`config.mk`:
```
export PLATFORM = sky130hd
export DESIGN_NAME = sgray_rdptr_sync_flat
export DESIGN_NICKNAME = d
export VERILOG_FILES = /design/src/rtl/sgray_pkg.sv /design/src/rtl/sgray_rdptr_sync_if.sv /design/src/rtl/sgray_sync.sv /design/src/rtl/sgray_rdptr_sync.sv /design/src/flat_wrapper.sv
export SDC_FILE = /design/constraint.sdc
export NUM_CORES = 1
export LEC_CHECK = 0
export CORE_UTILIZATION = 37
export DETAILED_ROUTE_END_ITERATION = 7
export PLACE_DENSITY = 0.6
export SLEW_MARGIN = 30
export SYNTH_ARGS = -nofsm -noshare
export SYNTH_HDL_FRONTEND = slang
export SYNTH_SLANG_ARGS = --single-unit
export TNS_END_PERCENT = 30
```
`constraint.sdc`:
```
create_clock -name CLK -period 2.5 [get_ports CLK]
set_clock_uncertainty 0.05 [all_clocks]
set_input_delay 0.625 -clock CLK [delete_from_list [all_inputs] [get_ports CLK]]
set_output_delay 0.625 -clock CLK [all_outputs]
set_load 0.02 [all_outputs]
```
`src/rtl/sgray_pkg.sv`:
```
// Shared helpers for the Gray-pointer FIFO blocks: Gray/binary conversion,
// a multi-bit-change test and default sizing constants.
package sgray_pkg;

  localparam int SGRAY_LEN_DEFAULT = 8;
  localparam int SGRAY_SYNC_MIN    = 2;

  function automatic logic [31:0] bin2gray(input logic [31:0] b);
    return b ^ (b >> 1);
  endfunction

  // Bit i of the binary value is the parity of Gray bits i and above.
  function automatic logic [31:0] gray2bin(input logic [31:0] g);
    logic [31:0] b;
    b = '0;
    for (int i = 0; i < 32; i++) begin
      b[i] = ^(g >> i);
    end
    return b;
  endfunction

  function automatic logic multi_bit(input logic [31:0] x);
    return (x & (x - 32'd1)) != 32'd0;
  endfunction

endpackage

```
`src/rtl/sgray_rdptr_sync_if.sv`:
```
// Read-side FIFO pointer bus: writer Gray pointer in, consumer handshake,
// RAM address, returned Gray read pointer and status flags.
interface sgray_rdptr_sync_if #(
  parameter int LEN = 8
);
  logic [LEN-1:0] wr_gray;
  logic           rd_en;
  logic           rd_ack;
  logic [LEN-2:0] rd_addr;
  logic [LEN-1:0] rd_gray;
  logic           empty;
  logic [LEN-1:0] level;
  logic           err;

  modport master (
    output wr_gray, rd_en,
    input  rd_ack, rd_addr, rd_gray, empty, level, err
  );

  modport slave (
    input  wr_gray, rd_en,
    output rd_ack, rd_addr, rd_gray, empty, level, err
  );
endinterface

```
`src/rtl/sgray_sync.sv`:
```
// LEN-wide multi-flop synchronizer for a Gray pointer crossing clock domains.
// No logic precedes the first stage; all stages reset to zero.
module sgray_sync
  import sgray_pkg::*;
#(
  parameter int LEN         = SGRAY_LEN_DEFAULT,
  parameter int SYNC_STAGES = SGRAY_SYNC_MIN
) (
  input  logic           CLK,
  input  logic           RST_N,
  input  logic [LEN-1:0] d,
  output logic [LEN-1:0] q
);

  logic [LEN-1:0] stage_d [SYNC_STAGES];
  logic [LEN-1:0] stage_q [SYNC_STAGES];

  always_comb begin
    stage_d[0] = d;
    for (int i = 1; i < SYNC_STAGES; i++) begin
      stage_d[i] = stage_q[i-1];
    end
  end

  always_ff @(posedge CLK or negedge RST_N) begin
    if (!RST_N) begin
      for (int i = 0; i < SYNC_STAGES; i++) begin
        stage_q[i] <= '0;
      end
    end else begin
      for (int i = 0; i < SYNC_STAGES; i++) begin
        stage_q[i] <= stage_d[i];
      end
    end
  end

  assign q = stage_q[SYNC_STAGES-1];

endmodule

```
`src/rtl/sgray_rdptr_sync.sv`:
```
// Read-domain pointer logic for a dual-clock FIFO: syncs and decodes the writer's
// Gray pointer, keeps the read pointer, flags. Optional checker: SGRAY_CHECK_EN.
module sgray_rdptr_sync
  import sgray_pkg::*;
#(
  parameter int LEN         = SGRAY_LEN_DEFAULT,
  parameter int SYNC_STAGES = SGRAY_SYNC_MIN
) (
  input  logic             CLK,
  input  logic             RST_N,
  sgray_rdptr_sync_if.slave bus
);

  localparam logic [LEN-1:0] DEPTH = {1'b1, {(LEN-1){1'b0}}};

  logic [LEN-1:0] wr_gs;
  logic [LEN-1:0] wr_bin_d, wr_bin_q;
  logic [LEN-1:0] rd_ptr_d, rd_ptr_q;
  logic [LEN-1:0] rd_gray_d, rd_gray_q;
  logic [LEN-1:0] level;
  logic           empty;
  logic           rd_ack;

  sgray_sync #(
    .LEN         (LEN),
    .SYNC_STAGES (SYNC_STAGES)
  ) u_wr_sync (
    .CLK   (CLK),
    .RST_N (RST_N),
    .d     (bus.wr_gray),
    .q     (wr_gs)
  );

  // Flags come only from registers, so rd_ack has no path from the async input.
  always_comb begin
    wr_bin_d  = LEN'(gray2bin(32'(wr_gs)));
    empty     = (wr_bin_q == rd_ptr_q);
    level     = wr_bin_q - rd_ptr_q;
    rd_ack    = bus.rd_en & ~empty;
    rd_ptr_d  = rd_ptr_q + LEN'(rd_ack);
    rd_gray_d = LEN'(bin2gray(32'(rd_ptr_d)));
  end

  always_ff @(posedge CLK or negedge RST_N) begin
    if (!RST_N) begin
      wr_bin_q  <= '0;
      rd_ptr_q  <= '0;
      rd_gray_q <= '0;
    end else begin
      wr_bin_q  <= wr_bin_d;
      rd_ptr_q  <= rd_ptr_d;
      rd_gray_q <= rd_gray_d;
    end
  end

  assign bus.rd_ack  = rd_ack;
  assign bus.rd_addr = rd_ptr_q[LEN-2:0];
  assign bus.rd_gray = rd_gray_q;
  assign bus.empty   = empty;
  assign bus.level   = level;

`ifdef SGRAY_CHECK_EN
  logic [LEN-1:0] prev_gs_q;
  logic           err_d, err_q;

  // A legal Gray stream moves at most one bit per sample; level above depth is overrun.
  always_comb begin
    err_d = err_q | multi_bit(32'(wr_gs ^ prev_gs_q)) | (level > DEPTH);
  end

  always_ff @(posedge CLK or negedge RST_N) begin
    if (!RST_N) begin
      prev_gs_q <= '0;
      err_q     <= 1'b0;
    end else begin
      prev_gs_q <= wr_gs;
      err_q     <= err_d;
    end
  end

  assign bus.err = err_q;
`else
  assign bus.err = 1'b0;
`endif

endmodule

```
`src/flat_wrapper.sv`:
```
// flat-port wrapper written by rule: the top's interface ports become plain ports
module sgray_rdptr_sync_flat import sgray_pkg::*;
#(
  parameter int LEN         = SGRAY_LEN_DEFAULT,
  parameter int SYNC_STAGES = SGRAY_SYNC_MIN
)
  (CLK, RST_N, bus_wr_gray, bus_rd_en, bus_rd_ack, bus_rd_addr, bus_rd_gray, bus_empty, bus_level, bus_err);
  sgray_rdptr_sync_if #(.LEN(LEN)) bus_i ();
  input  logic CLK;
  input  logic RST_N;
  input wire logic [$bits(bus_i.wr_gray)-1:0] bus_wr_gray;
  input wire logic [$bits(bus_i.rd_en)-1:0] bus_rd_en;
  output wire logic [$bits(bus_i.rd_ack)-1:0] bus_rd_ack;
  output wire logic [$bits(bus_i.rd_addr)-1:0] bus_rd_addr;
  output wire logic [$bits(bus_i.rd_gray)-1:0] bus_rd_gray;
  output wire logic [$bits(bus_i.empty)-1:0] bus_empty;
  output wire logic [$bits(bus_i.level)-1:0] bus_level;
  output wire logic [$bits(bus_i.err)-1:0] bus_err;
  assign bus_i.wr_gray = bus_wr_gray;
  assign bus_i.rd_en = bus_rd_en;
  assign bus_rd_ack = bus_i.rd_ack;
  assign bus_rd_addr = bus_i.rd_addr;
  assign bus_rd_gray = bus_i.rd_gray;
  assign bus_empty = bus_i.empty;
  assign bus_level = bus_i.level;
  assign bus_err = bus_i.err;
  sgray_rdptr_sync #(.LEN(LEN), .SYNC_STAGES(SYNC_STAGES)) u_core (.CLK(CLK), .RST_N(RST_N), .bus(bus_i));
endmodule
```
==> results.toml <==
[status]
outcome = "finished, violations left"
violations = "setup timing"

[power]
ir_drop_uv = 701
power_density_mw_per_mm2 = 1510
total_leakage_power_uw = 0.00121

[critical_path]
cp_num_buf_inv = 2
timing.critical_path.mode_cell = "buf_4"
crit_slowest_cell = "dfrtp_1"
path_max_fanout = 2
start_kind = "flop"
end_kind = "output pin"
crit_family = "adder cells"
reg2reg_setup_slack_ps = 110
cp_data_arrival_time_ps = 2030
cpPeakStageDelay_ps = 400
cp_cell_sequence = "ha_2, fa_2, nor2b_1, o21ai_1, a21boi_1, buf_4, o311ai_2, buf_4"
worstPathRequired_ps = 1820
path_class = "flop to output pin"

[floorplan]
start_util = 0.384
die_w_um = 69.3
dieHeight_um = 69.3
core-area_mm2 = 0.00435
ios = 37
die_area_mm2 = 0.00480
row_count = 24

[synthesis]
synth_area_mm2 = 0.00167
syn_nets = 154
synth_warnings = 0
synth.area.top_cells = "dfrtp_1, ha_1, xnor2_1, xor2_1, inv_1"
synth.distinct_cells = 28
synth_edf_count = 0
avgSynthCellArea_um2 = 12.6
syn_inst = 133
synth-seq-cells = 39
synth_ff_type = "dfrtp_1"
yosysTopAreaCell = "dfrtp_1"
synth_top_area_share = 0.583
ys_seq_area_frac = 0.583
synthArstFlopShare = 1.00

[global_routing]
antenna_found_initial = 0
grt_pass1_wl_mm = 5.15
grt.total_usage = 0.140
grt_pass1_vias = 1194
grt_overflow = 0
grt_max_degree = 40

[detailed_routing]
via_per_inst = 4.40
drtPass1Iterations = 4
via_count = 1153
drt_iter0_drc = 16
detail-route-antenna-nets = 0
routed_wl_mm = 3.28
avgRoutedWirePerCell_um = 12.5
post-route-drc-count = 0

[timing]
tightest_slew_ps = 821
setup_viol = 4
finalCriticalPeriod_ps = 2710
drv_slew = 0
layout_setup_ws_ps = -209
tns_ps = -601
post-route-period-util = 1.08
finalHoldViolations = 0
relSlewSlack = 0.453
fmax_mhz = 369
grt_setup_unrepaired = "true"

[cells_and_area]
syn2layout_area_growth_pct = 55.2
diodes = 0
nNetsFinal = 231
drive_gt1_frac = 0.414
design_area_mm2 = 0.00260

[placement]
place_area_mm2 = 0.00236
post-dp-hpwl_mm = 2.42
gp_congestion = 0.788
port_buffers = 35

[hold_path]
hold_class = "flop to flop"

[cts]
cts_buffer_depth = 2
cts.clk_slew.worst_paths_ps = 70
cts_root_buf = "clkbuf_8"
cts_max_level = 2
tritoncts = "done"
cts.sinks = 39
insertion_delay_ps = 270
numCtsBuffers = 5

[flow_run]
drv_cap = 0
timing repair:
item / in CTS / in global routing
pin swaps: 6 / 5
gates resized for setup: 47 / 24
buffers inserted: 2 / 3
cloned: 0 / 0
endpoints found under the setup margin: 17 / 14
hold buffers: 0 / 0
cells in the mapped netlist (2+ instances only):
cell      number
a21boi_0       2
and3_1         2
xor2_1         9
nand2_1        4
xnor2_1       11
nor2_1         7
nor2b_1        5
xnor2_2        2
nand3_1        4
nor3_1         3
a221oi_1       3
dfrtp_1       39
inv_1         19
ha_1           9
report_power, final:
group          switching [uW]  internal (uW)  total, uW  leakage (uW)
sequential               93.2            812        905      0.000450
combinational            1260           1390       2650      0.000719
clock                     185            192        376     0.0000383
total                    1540           2390       3930       0.00121
stage by stage:
step	power (uW)	setup slack, ps	hold slack, ps	std cells	utilization
after floorplan	2130	-11.5	279	133	-
after global placement	3210	-335	281	250	0.543
after detailed placement	3270	-421	285	250	0.543
after CTS	3730	-198	300	259	0.573
after global routing	4190	-307	308	262	0.597
final	3930	-209	298	262	0.597
state kept, by name, summed over array words and instances (netlist names):
| name | count |
|---|---|
| u_core.wr_bin_q | 8 |
| u_core.rd_ptr_q | 7 |
| u_core.u_wr_sync.q | 8 |
| u_core.u_wr_sync.stage_d | 8 |
| u_core.bus.rd_gray | 8 |
cell families (layout without fill, tap and decap cells):
logic type | count (synthesis) | after routing | share of synthesized area
XOR/XNOR | 24 | 24 | 0.155
flip-flops | 39 | 39 | 0.583
other | 1 | 1 | 0.00224
buffers and inverters | 20 | 97 | 0.0471
adder cells (fa/ha/maj) | 10 | 10 | 0.0792
AO/OA/AOI/OAI | 10 | 10 | 0.0433
multiplexers | 1 | 1 | 0.00598
AND/OR/NAND/NOR | 28 | 28 | 0.0845
layout by cell type, fill, tap and decap left out, types with 2 or more instances in the layout:
cell / instances
nand2_1: 3
ha_4: 7
and3_1: 2
nor2_1: 5
clkdlybuf4s50_1: 25
dfrtp_2: 4
clkbuf_1: 2
dfrtp_1: 35
nor2_4: 2
buf_2: 2
a221oi_2: 2
nor3_1: 3
buf_6: 3
xnor2_2: 5
inv_1: 13
nand3_1: 4
xnor2_1: 8
inv_2: 6
clkbuf_8: 5
xor2_1: 8
buf_4: 39
nor2b_1: 4
metal layers:
metal,up-vias,GRT usage,share of wire
met5,-,0,0
met4,0,0.0612,0.012
met3,4,0.0320,0.029
met1,548,0.162,0.41
met2,27,0.247,0.54
li1,574,-,-
cell type report:
class | instances | area [um^2]
fillers | 347 | 1760
flip-flops and latches | 39 | 981
inverters | 19 | 71.3
multi-input cells | 74 | 797
well taps | 52 | 65.1
repair buffers | 71 | 607
clock buffers | 7 | 76.3
worst paths after layout:
check | cells past startpoint | start | endpoint
worst max-delay path | 8 | u_core.rd_ptr_q[0] | bus_level[6]
worst min-delay path | 0 | u_core.u_wr_sync.stage_d[7] | u_core.u_wr_sync.q[7]
worst max register to register | 13 | u_core.rd_ptr_q[3] | u_core.bus.rd_gray[3]
worst min register to register | 0 | u_core.u_wr_sync.stage_d[7] | u_core.u_wr_sync.q[7]
max in group asynchronous | 1 | RST_N | u_core.rd_ptr_q[4]
min in group asynchronous | 1 | RST_N | u_core.u_wr_sync.stage_d[7]
Note: power is estimated with default switching activity, not from simulation.
